<file path="config.mk">
export PLATFORM = sky130hd
export DESIGN_NAME = dcache_refill_unit
export DESIGN_NICKNAME = d
export VERILOG_FILES = /design/src/rtl/dcache_refill_unit.sv
export SDC_FILE = /design/constraint.sdc
export NUM_CORES = 1
export LEC_CHECK = 0
export CELL_PAD_IN_SITES_DETAIL_PLACEMENT = 0
export CELL_PAD_IN_SITES_GLOBAL_PLACEMENT = 1
export CORE_MARGIN = 1.5
export CORE_UTILIZATION = 28
export DETAILED_ROUTE_END_ITERATION = 10
export HOLD_SLACK_MARGIN = 0.15
export MAX_ROUTING_LAYER = met4
export PLACE_DENSITY = 0.7
export SLEW_MARGIN = 10
export SYNTH_ARGS = -nofsm -noshare
export SYNTH_HDL_FRONTEND = slang
export SYNTH_SLANG_ARGS = --single-unit
</file>
<file path="constraint.sdc">
create_clock -name clk -period 6.65 [get_ports clk]
set_clock_uncertainty 0.2 [all_clocks]
set_input_delay 1.33 -clock clk [delete_from_list [all_inputs] [get_ports clk]]
set_output_delay 1.33 -clock clk [all_outputs]
set_load 0.05 [all_outputs]
</file>
<file path="src/rtl/dcache_refill_unit.sv">
// Miss path behind the dcache: dirty-victim write-back, then block refill, one beat per handshake.
// Optional build macro REFILL_CRITICAL_FIRST_EN starts the refill at the missing beat and wraps.
module dcache_refill_unit #(
    parameter int unsigned ADDR_BITS        = 8,
    parameter int unsigned DATA_BITS        = 8,
    parameter int unsigned CACHE_BLOCK_SIZE = 4
) (
    input  logic                                  clk,
    input  logic                                  reset,
    input  logic                                  miss_valid,
    input  logic [ADDR_BITS-1:0]                  miss_address,
    input  logic                                  miss_evict,
    input  logic [ADDR_BITS-1:0]                  evict_address,
    input  logic [CACHE_BLOCK_SIZE*DATA_BITS-1:0] evict_data,
    output logic                                  miss_ready,
    output logic [CACHE_BLOCK_SIZE*DATA_BITS-1:0] fill_data,
    output logic                                  busy,
    output logic                                  mem_read_valid,
    output logic [ADDR_BITS-1:0]                  mem_read_address,
    input  logic                                  mem_read_ready,
    input  logic [DATA_BITS-1:0]                  mem_read_data,
    output logic                                  mem_write_valid,
    output logic [ADDR_BITS-1:0]                  mem_write_address,
    output logic [DATA_BITS-1:0]                  mem_write_data,
    input  logic                                  mem_write_ready
);

    localparam int unsigned OFS = $clog2(CACHE_BLOCK_SIZE);
    localparam int unsigned TAG = ADDR_BITS - OFS;
    localparam int unsigned BLK = CACHE_BLOCK_SIZE * DATA_BITS;
    localparam logic [OFS-1:0] LAST_BEAT = OFS'(CACHE_BLOCK_SIZE - 1);

    typedef enum logic [2:0] {
        IDLE   = 3'd0,
        WB_REQ = 3'd1,
        WB_ACK = 3'd2,
        RD_REQ = 3'd3,
        RD_ACK = 3'd4,
        DONE   = 3'd5
    } state_t;

    state_t         state, state_n;
    logic [OFS-1:0] beat, beat_n;
    logic [TAG-1:0] miss_tag_q, miss_tag_n;
    logic [OFS-1:0] first_ofs_q, first_ofs_n;
    logic [TAG-1:0] evict_tag_q, evict_tag_n;
    logic [BLK-1:0] evict_data_q, evict_data_n;

    logic                 miss_ready_n, busy_n;
    logic                 rd_valid_n, wr_valid_n;
    logic [ADDR_BITS-1:0] rd_addr_n, wr_addr_n;
    logic [DATA_BITS-1:0] wr_data_n;
    logic [BLK-1:0]       fill_data_n;

    logic [OFS-1:0] first_ofs_c;
    logic [OFS-1:0] beat_inc;
    logic [OFS-1:0] rd_slot;
    logic           unused_ofs;

    // Offset arithmetic stays inside the OFS-bit field, so it never carries into the tag.
`ifdef REFILL_CRITICAL_FIRST_EN
    assign first_ofs_c = miss_address[OFS-1:0];
    assign unused_ofs  = ^evict_address[OFS-1:0];
`else
    assign first_ofs_c = '0;
    assign unused_ofs  = ^{evict_address[OFS-1:0], miss_address[OFS-1:0]};
`endif
    assign beat_inc = beat + OFS'(1);
    assign rd_slot  = beat + first_ofs_q;

    // Next-state and next-output decode
    always_comb begin
        state_n      = state;
        beat_n       = beat;
        miss_tag_n   = miss_tag_q;
        first_ofs_n  = first_ofs_q;
        evict_tag_n  = evict_tag_q;
        evict_data_n = evict_data_q;
        miss_ready_n = miss_ready;
        rd_valid_n   = mem_read_valid;
        rd_addr_n    = mem_read_address;
        wr_valid_n   = mem_write_valid;
        wr_addr_n    = mem_write_address;
        wr_data_n    = mem_write_data;
        fill_data_n  = fill_data;

        case (state)
            IDLE: begin
                if (miss_valid) begin
                    miss_tag_n   = miss_address[ADDR_BITS-1:OFS];
                    first_ofs_n  = first_ofs_c;
                    evict_tag_n  = evict_address[ADDR_BITS-1:OFS];
                    evict_data_n = evict_data;
                    beat_n       = '0;
                    if (miss_evict) begin
                        state_n    = WB_REQ;
                        wr_valid_n = 1'b1;
                        wr_addr_n  = {evict_address[ADDR_BITS-1:OFS], OFS'(0)};
                        wr_data_n  = evict_data[DATA_BITS-1:0];
                    end else begin
                        state_n    = RD_REQ;
                        rd_valid_n = 1'b1;
                        rd_addr_n  = {miss_address[ADDR_BITS-1:OFS], first_ofs_c};
                    end
                end
            end
            WB_REQ: begin
                if (mem_write_ready) begin
                    wr_valid_n = 1'b0;
                    state_n    = WB_ACK;
                end
            end
            WB_ACK: begin
                if (!mem_write_ready) begin
                    if (beat == LAST_BEAT) begin
                        beat_n     = '0;
                        state_n    = RD_REQ;
                        rd_valid_n = 1'b1;
                        rd_addr_n  = {miss_tag_q, first_ofs_q};
                    end else begin
                        beat_n     = beat_inc;
                        state_n    = WB_REQ;
                        wr_valid_n = 1'b1;
                        wr_addr_n  = {evict_tag_q, beat_inc};
                        wr_data_n  = evict_data_q[beat_inc*DATA_BITS +: DATA_BITS];
                    end
                end
            end
            RD_REQ: begin
                if (mem_read_ready) begin
                    rd_valid_n = 1'b0;
                    fill_data_n[rd_slot*DATA_BITS +: DATA_BITS] = mem_read_data;
                    state_n    = RD_ACK;
                end
            end
            RD_ACK: begin
                if (!mem_read_ready) begin
                    if (beat == LAST_BEAT) begin
                        beat_n       = '0;
                        state_n      = DONE;
                        miss_ready_n = 1'b1;
                    end else begin
                        beat_n     = beat_inc;
                        state_n    = RD_REQ;
                        rd_valid_n = 1'b1;
                        rd_addr_n  = {miss_tag_q, beat_inc + first_ofs_q};
                    end
                end
            end
            DONE: begin
                if (!miss_valid) begin
                    miss_ready_n = 1'b0;
                    state_n      = IDLE;
                end
            end
            default: begin
                state_n = IDLE;
            end
        endcase

        busy_n = (state_n != IDLE);
    end

    // State and registered outputs
    always_ff @(posedge clk) begin
        if (reset) begin
            state             <= IDLE;
            beat              <= '0;
            miss_tag_q        <= '0;
            first_ofs_q       <= '0;
            evict_tag_q       <= '0;
            evict_data_q      <= '0;
            miss_ready        <= 1'b0;
            busy              <= 1'b0;
            mem_read_valid    <= 1'b0;
            mem_read_address  <= '0;
            mem_write_valid   <= 1'b0;
            mem_write_address <= '0;
            mem_write_data    <= '0;
            fill_data         <= '0;
        end else begin
            state             <= state_n;
            beat              <= beat_n;
            miss_tag_q        <= miss_tag_n;
            first_ofs_q       <= first_ofs_n;
            evict_tag_q       <= evict_tag_n;
            evict_data_q      <= evict_data_n;
            miss_ready        <= miss_ready_n;
            busy              <= busy_n;
            mem_read_valid    <= rd_valid_n;
            mem_read_address  <= rd_addr_n;
            mem_write_valid   <= wr_valid_n;
            mem_write_address <= wr_addr_n;
            mem_write_data    <= wr_data_n;
            fill_data         <= fill_data_n;
        end
    end

endmodule
</file>
==> flow_summary.ini, run 1 <==
[finish]
area_growth_pct = 33.74
drive_gt1_share_pct = 6.667
n_antenna_cell = 0
final_util_pct = 38.13
nNetsFinal = 723

[cts]
postCtsSetupBuffers = 0
clkSinkCount = 109
cts-buffers-inserted = 9
htreeDepth = 3
cts_root_buffer = clkbuf_16
cts_tree = yes
cts_hold_buf = 0
clkTransAtPathRegs_ns = 0.07
cts_repair_resize_count = 0
clockBufferDepth = 2
clock_latency_ns = 0.34

[logic_synthesis]
synth_async_sr_flop_share_pct = 0
yosysWarnings = 0
ys_top_cells_by_area = dfxtp_1 (46%), nand2_1 (12%), a21oi_1 (9.1%)
yosysTopAreaCell = dfxtp_1
dominantRegCellSynth = dfxtp_1
syn_area_um2 = 4695
ys_seq_area_share_pct = 46.48
synth_top_area_share_pct = 46.48
syn_nets = 632
ys_types = 42
synth_edf_count = 0
synth_seq_cells = 109
synth_cells = 564
syn_area_per_cell_um2 = 8.324

[place]
io_buffers = 117
dp_hpwl_mm = 8.782
gp_congestion = 0.7913

[worst_setup_path]
critPathRequiredTime_ns = 6.69
worstPathArrival_ns = 3.29
path_max_fanout = 19
cp-start-kind = input port
endpoint_kind = flip-flop
crit_type = input port to flip-flop

[global_routing]
gr-total-overflow = 0
grt_max_degree = 108
antenna_found_initial = 0
grt_use_met1_pct = 19.35
use_met2_pct = 24.00
grt_usage_pct = 15.37
first_global_vias = 4091
grtUsageMet3_pct = 5.019
top_usage_layer = met2
grt_pass1_wl_mm = 20.84

[floorplanning]
floorplan.die.width_um = 132.5
row_count = 47
die_area_um2 = 17550
boundaryPins = 122
core-area_um2 = 16470
die_h_um = 132.5
initial_core_util_pct = 28.51

[timing]
slew_headroom_pct = 21.72
rsz0062_at_grt = no
finalMaxSlewViolations = 0
tightest_slew_ns = 1.174
fmaxAchievable_ghz = 0.3076
period_share_pct = 48.88
setup_viol = 0
hold_viol = 0
layout_min_cycle_time_ns = 3.251
fin_setup_tns_ns = 0

[power_and_ir_drop]
p_per_area_nw_per_um2 = 250.8
p_leak_nw = 2.113
irDropWorstVdd_v = 0.0001623

[detailed_routing]
ant_nets = 0
drt_pass1_iterations = 4
vias_per_cell = 4.768
drtIter0Drc = 242
wl_per_cell_um = 14.67
vias = 4196
drc = 0
drt-total-wl_mm = 12.91

[hold_path]
hp-class = flip-flop to flip-flop

[flow_run]
max_cap_violations = 0

[status]
status = completed
-- cells in the mapped netlist (5+ instances only) --
master	instances
nand2_1	155
dfxtp_1	109
a21oi_1	85
nor2_1	39
nand3_1	36
buf_2	20
a311oi_1	15
clkbuf_1	13
mux2i_1	8
mux4_2	8
nand2b_1	7
ha_1	6
a211oi_1	5
-- per-stage QoR --
step                area [µm²]  worst slack, ns  hold WS, ns  std cells   power, W
detailed placement        5947            2.752       0.2444        863   0.001040
global placement          5947            2.768       0.2385        863   0.001036
CTS                       6251            3.135       0.2518        879   0.001594
finish                    6279            3.399       0.2501        880   0.001575
floorplan                 4695            4.049       0.2331        564  0.0009333
global route              6279            3.215       0.2726        880   0.001652
-- metal layers --
layer | wire (µm) | vias up
met3 | 827 | 5
li1 | - | 2099
met2 | 5906 | 111
met4 | 83 | 0
met1 | 6090 | 1981
met5 | 0 | -
-- logic make-up (layout without fill, tap and decap cells) --
family / Yosys count / count (layout) / synth area share, %
compound gates: 122 / 122 / 15.81
flops: 109 / 109 / 46.48
simple gates: 264 / 264 / 25.16
buf+inv: 46 / 142 / 5.171
fa+ha+maj: 6 / 6 / 1.599
mux: 17 / 17 / 5.784
-- critical path: stages --
cell and delay [ns]:
clkdlybuf4s50_1 0.59, nor2b_1 0.21, a2bb2oi_1 0.12, nor3_4 0.52, buf_16 0.23, nor2_1 0.05
a311oi_1 0.24
-- final cells by class --
| class | count | area [µm²] |
|---|---|---|
| fill | 1723 | 10190 |
| multi-input combinational | 409 | 2276 |
| sequential | 109 | 2182 |
| timing repair buffer | 122 | 1226 |
| tap | 220 | 275.3 |
| clock buffer | 13 | 260.3 |
| clock inverter | 3 | 43.79 |
| inverter | 4 | 15.01 |
-- sequential cells by signal (all words and copies together), names as in the netlist --
signal             flops
evict_tag_q            6
mem_write_address      8
fill_data             32
evict_data_q          32
mem_read_address       8
miss_tag_q             6
busy                   1
beat                   2
mem_write_data         8
state                  3
mem_write_valid        1
mem_read_valid         1
miss_ready             1
-- final timing paths --
kind / from / end / slack [ns] / cells after the start
min: fill_data[25]$_SDFFE_PP0P_ / fill_data[25]$_SDFFE_PP0P_ / 0.25 / 2
max: miss_valid / mem_write_data[6]$_SDFFE_PP0P_ / 3.40 / 7
min reg2reg: fill_data[25]$_SDFFE_PP0P_ / fill_data[25]$_SDFFE_PP0P_ / 0.25 / 2
max reg2reg: beat[0]$_SDFFE_PP0P_ / fill_data[22]$_SDFFE_PP0P_ / 3.90 / 5
-- power breakdown --
| group | switching (W) | leakage (nW) | internal, W | total [W] |
|---|---|---|---|---|
| logic | 0.000182 | 1.07 | 0.000120 | 0.000302 |
| clock network | 0.000235 | 0.150 | 0.000313 | 0.000548 |
| registers | 0.0000313 | 0.889 | 0.000693 | 0.000725 |
| total | 0.000448 | 2.11 | 0.00113 | 0.00157 |
-- placed cells by master (no fill, tap or decap), types with 6 or more instances in the layout --
cell / n
nand2b_1: 7
mux2i_1: 8
nand3_1: 36
nand2_1: 155
clkbuf_16: 9
nor2_1: 39
a21oi_1: 85
ha_1: 6
mux4_2: 8
dfxtp_1: 109
clkdlybuf4s50_1: 116
a311oi_1: 15
Note: power is estimated with default switching activity, not from simulation.
==> inputs of run 2 (changes only) <==
Settings changed: PLACE_DENSITY 0.7 to 0.73.
Clock period 6.65 ns to 2.7 ns, I/O delays scaled along.
==> run 2 against run 1 <==
Net effect:
- combinational power rose to 2.5 times the previous value
- largest cell class unchanged
- core utilization rose by 0.62 points
- first-iteration DRC count rose by 38%
- largest power group unchanged
- setup slack got worse by 3.0 ns
==> flow_summary.ini, run 2 (synthesized netlist as in run 1, its figures left out) <==
[status]
status = completed

[global_routing]
grt_pass1_wl_mm = 21.11
grt_max_degree = 53
first_global_vias = 4129
gr-total-overflow = 0
grt_usage_pct = 15.52
antenna_found_initial = 0

[cts]
htreeDepth = 3
cts_root_buffer = clkbuf_16
cts_hold_buf = 0
clock_latency_ns = 0.35
postCtsSetupBuffers = 0
cts_repair_resize_count = 0
cts_tree = yes
clkSinkCount = 109
cts-buffers-inserted = 9
clkTransAtPathRegs_ns = 0.07
clockBufferDepth = 2

[floorplanning]
initial_core_util_pct = 28.51
core-area_um2 = 16470
boundaryPins = 122
row_count = 47
die_area_um2 = 17550
floorplan.die.width_um = 132.5
die_h_um = 132.5

[finish]
drive_gt1_share_pct = 8.221
area_growth_pct = 35.93
reg_top3 = evict_data_q x32, fill_data x32
layout_common_cells = nand2_1 (155), clkdlybuf4s50_1 (116), dfxtp_1 (109)
nNetsFinal = 732
mostFrequentLayoutCell = nand2_1
n_antenna_cell = 0
final_area_um2 = 6381

[detailed_routing]
drtIter0Drc = 335
vias_per_cell = 4.811
drt_pass1_iterations = 5
drt-total-wl_mm = 13.03
wl_per_cell_um = 14.66
drc = 0
vias = 4277
ant_nets = 0

[timing]
rsz0062_at_grt = no
hold_viol = 0
fmaxAchievable_ghz = 0.4382
fin_setup_tns_ns = 0
tightest_slew_ns = 0.7095
layout_min_cycle_time_ns = 2.282
slew_headroom_pct = 52.64
setup_viol = 0
finalMaxSlewViolations = 0
timing.hold.ws_ns = 0.2170
period_share_pct = 84.52

[hold_path]
hp-class = input port to flip-flop

[worst_setup_path]
endpoint_kind = flip-flop
worstPathArrival_ns = 2.36
cp-start-kind = flip-flop
path_max_fanout = 11
critPathRequiredTime_ns = 2.78
crit_type = flip-flop to flip-flop

[place]
gp_congestion = 0.8247
dp_hpwl_mm = 9.121
io_buffers = 117
placed_area_um2 = 6047

[power_and_ir_drop]
irDropWorstVdd_v = 0.0004069
p_leak_nw = 2.172
swShare_pct = 28.32
clkPwrFrac_pct = 36.7
p_total_w = 0.004020
power_switching_w = 0.001138
p_int_w = 0.002882
p_per_area_nw_per_um2 = 630.0
p_seq_share_pct = 44.2
power_frac_comb_pct = 19.1

[flow_run]
max_cap_violations = 0
## run 2: metal layers
layer	GRT usage [%]	share of wire [%]	wire length, µm
met2	24.17	46	6057
met5	-	0	0
met1	19.80	46	6046
met3	4.215	5.9	772
met4	4.396	1.2	153
## run 2: critical path, cell delays in order (launching register included)
cell and delay (ns):
dfxtp_1 0.42, inv_1 0.11, ha_1 0.64, nor3b_2 0.53, nand3_1 0.15, a21oi_1 0.16
## run 2: path summary, 6_finish.rpt
kind	from	endpoint	slack, ns	cells after the start
worst max-delay path	beat[1]$_SDFFE_PP0P_	fill_data[10]$_SDFFE_PP0P_	0.42	5
worst min-delay path	reset	state[1]$_SDFF_PP0_	0.22	2
worst max register to register	beat[1]$_SDFFE_PP0P_	fill_data[10]$_SDFFE_PP0P_	0.42	5
worst min register to register	fill_data[28]$_SDFFE_PP0P_	fill_data[28]$_SDFFE_PP0P_	0.25	2
## run 2: power groups by stage
stage	combinational [W]	sequential [W]	clock, W
detailed placement	0.000773	0.00182	0
floorplan	0.000369	0.00193	0
finish	0.000768	0.00178	0.00147
CTS	0.000774	0.00178	0.00151
global placement	0.000763	0.00181	0
global route	0.000833	0.00179	0.00160
## run 2: per-stage QoR
step	worst slack, ns	utilization [%]	instances
CTS	0.3770	38.75	889
global placement	0.1054	36.72	873
finish	0.4180	38.75	889
global route	0.1482	38.75	889
detailed placement	0.1162	36.72	873
floorplan	0.3618	-	564
## run 2: layout make-up
type	count	area (µm²)
Multi-Input combinational cell	409	2276
Sequential cell	109	2182
Clock inverter	5	81.33
Fill cell	1671	10080
Timing Repair Buffer	131	1299
Clock buffer	11	252.7
Tap cell	220	275.3
Inverter	4	15.01
==> inputs of run 3 (changes only) <==
Clock period 2.7 ns to 1.85 ns, I/O delays scaled along.
==> run 3 against run 2 <==
Net effect:
- the flow now finishes with violations (negative setup slack)
- clock-buffer cell count stayed put
- critical endpoint is now mem_write_data[7]$_SDFFE_PP0P_
- worst hold slack better by 0.035 ns
- critical path type unchanged
- register-to-register slack got worse by 0.43 ns
==> flow_summary.ini, run 3 (synthesized netlist as in run 1, its figures left out) <==
[timing]
worst_slack_ns = -0.01150
timing.hold.ws_ns = 0.2519
setup_viol = 4
layout_min_cycle_time_ns = 1.861
fmaxAchievable_ghz = 0.5372
hold_viol = 0
period_share_pct = 100.6
tightest_slew_ns = 0.3901
rsz0062_at_grt = yes
finalMaxSlewViolations = 0
slew_headroom_pct = 73.99

[floorplanning]
die_h_um = 132.5
row_count = 47
initial_core_util_pct = 28.51
core-area_um2 = 16470
floorplan.die.width_um = 132.5
die_area_um2 = 17550
boundaryPins = 122

[finish]
area_growth_pct = 46.40
final_util_pct = 41.74
reg_top3 = evict_data_q x32, fill_data x32
fillers = 1646
layout_common_cells = nand2_1 (155), dfxtp_1 (105), buf_4 (82)
final_area_um2 = 6873
nNetsFinal = 762
mostFrequentLayoutCell = nand2_1
drive_gt1_share_pct = 24.89
n_antenna_cell = 0

[global_routing]
antenna_found_initial = 0
gr-total-overflow = 0
first_global_vias = 4243
grt_pass1_wl_mm = 21.35
grt_max_degree = 72
grt_usage_pct = 15.87

[cts]
cts_root_buffer = clkbuf_16
cts_tree = yes
clkTransAtPathRegs_ns = 0.07
htreeDepth = 3
clockBufferDepth = 2
clock_latency_ns = 0.35
cts-buffers-inserted = 9
clkSinkCount = 109

[detailed_routing]
drt-total-wl_mm = 13.47
vias_per_cell = 4.818
vias = 4428
drtIter0Drc = 243
wl_per_cell_um = 14.66
drc = 0
ant_nets = 0
drt_pass1_iterations = 4

[worst_setup_path]
critPathRequiredTime_ns = 1.91
path_max_fanout = 8
endpoint_kind = flip-flop
cp-start-kind = flip-flop
crit_type = flip-flop to flip-flop
worstPathArrival_ns = 1.92

[power_and_ir_drop]
p_total_w = 0.006003
irDropWorstVdd_v = 0.0004890
p_per_area_nw_per_um2 = 873.4
p_leak_nw = 2.562

[status]
violations = negative setup slack
status = finished, violations left

[place]
dp_hpwl_mm = 9.312
gp_congestion = 0.8406
pre_cts_ws_ns = -0.4686
placed_area_um2 = 6291
io_buffers = 117

[hold_path]
hp-class = flip-flop to flip-flop

[flow_run]
max_cap_violations = 0
==> run 3: final timing paths <==
path                                                       end                          start  slack (ns)  cells past startpoint
worst max-delay path            mem_write_data[7]$_SDFFE_PP0P_           beat[0]$_SDFFE_PP0P_       -0.01                      8
worst min-delay path             evict_data_q[26]$_SDFFE_PP0P_  evict_data_q[26]$_SDFFE_PP0P_        0.25                      2
worst max register to register  mem_write_data[7]$_SDFFE_PP0P_           beat[0]$_SDFFE_PP0P_       -0.01                      8
worst min register to register   evict_data_q[26]$_SDFFE_PP0P_  evict_data_q[26]$_SDFFE_PP0P_        0.25                      2
==> run 3: where the power goes <==
group          internal (W)  switching [W]
combinational      0.000597       0.000741
clock               0.00119       0.000879
sequential          0.00249       0.000103
==> run 3: timing repair <==
action                     in CTS  in global routing
setup buffers                   4                  3
setup endpoints to repair      98                 56
hold buffers                    1                  0
gates cloned                    1                  1
pin swaps                       3                 30
hold endpoints to repair        1                  0
resized for setup              16                 35
==> run 3: worst max-delay path, stage by stage, from the launching register on <==
cell and delay [ns]:
dfxtp_4 0.37, ha_4 0.16, buf_6 0.12, a2bb2oi_4 0.16, nor3_4 0.16, buf_6 0.15
buf_12 0.15, nor2_1 0.05, a311oi_1 0.23
==> run 3: stage by stage <==
| stage | TNS [ns] | instances |
|---|---|---|
| floorplan | -10.02 | 564 |
| global placement | -40.27 | 894 |
| detailed placement | -41.00 | 894 |
| CTS | -0.06559 | 916 |
| global route | -1.724 | 919 |
| finish | -0.03216 | 919 |
==> run 3: area by class of cell <==
type	instances	area, µm²	share of cell area (%)
multi-input combinational	409	2461	35.81
inverter	4	18.77	0.2731
tap	220	275.3	4.005
timing repair buffer	161	1607	23.38
clock buffer	11	232.7	3.386
sequential	109	2195	31.93
clock inverter	5	83.83	1.220
==> run 3: metal layers <==
layer  track usage (%)  up-vias  share of wire (%)
met1             20.55     2092                 48
met5                 -        -                  0
met2             24.78      137                 45
met4             5.800        0                1.7
li1                  -     2181                  -
met3             2.950       18                4.7
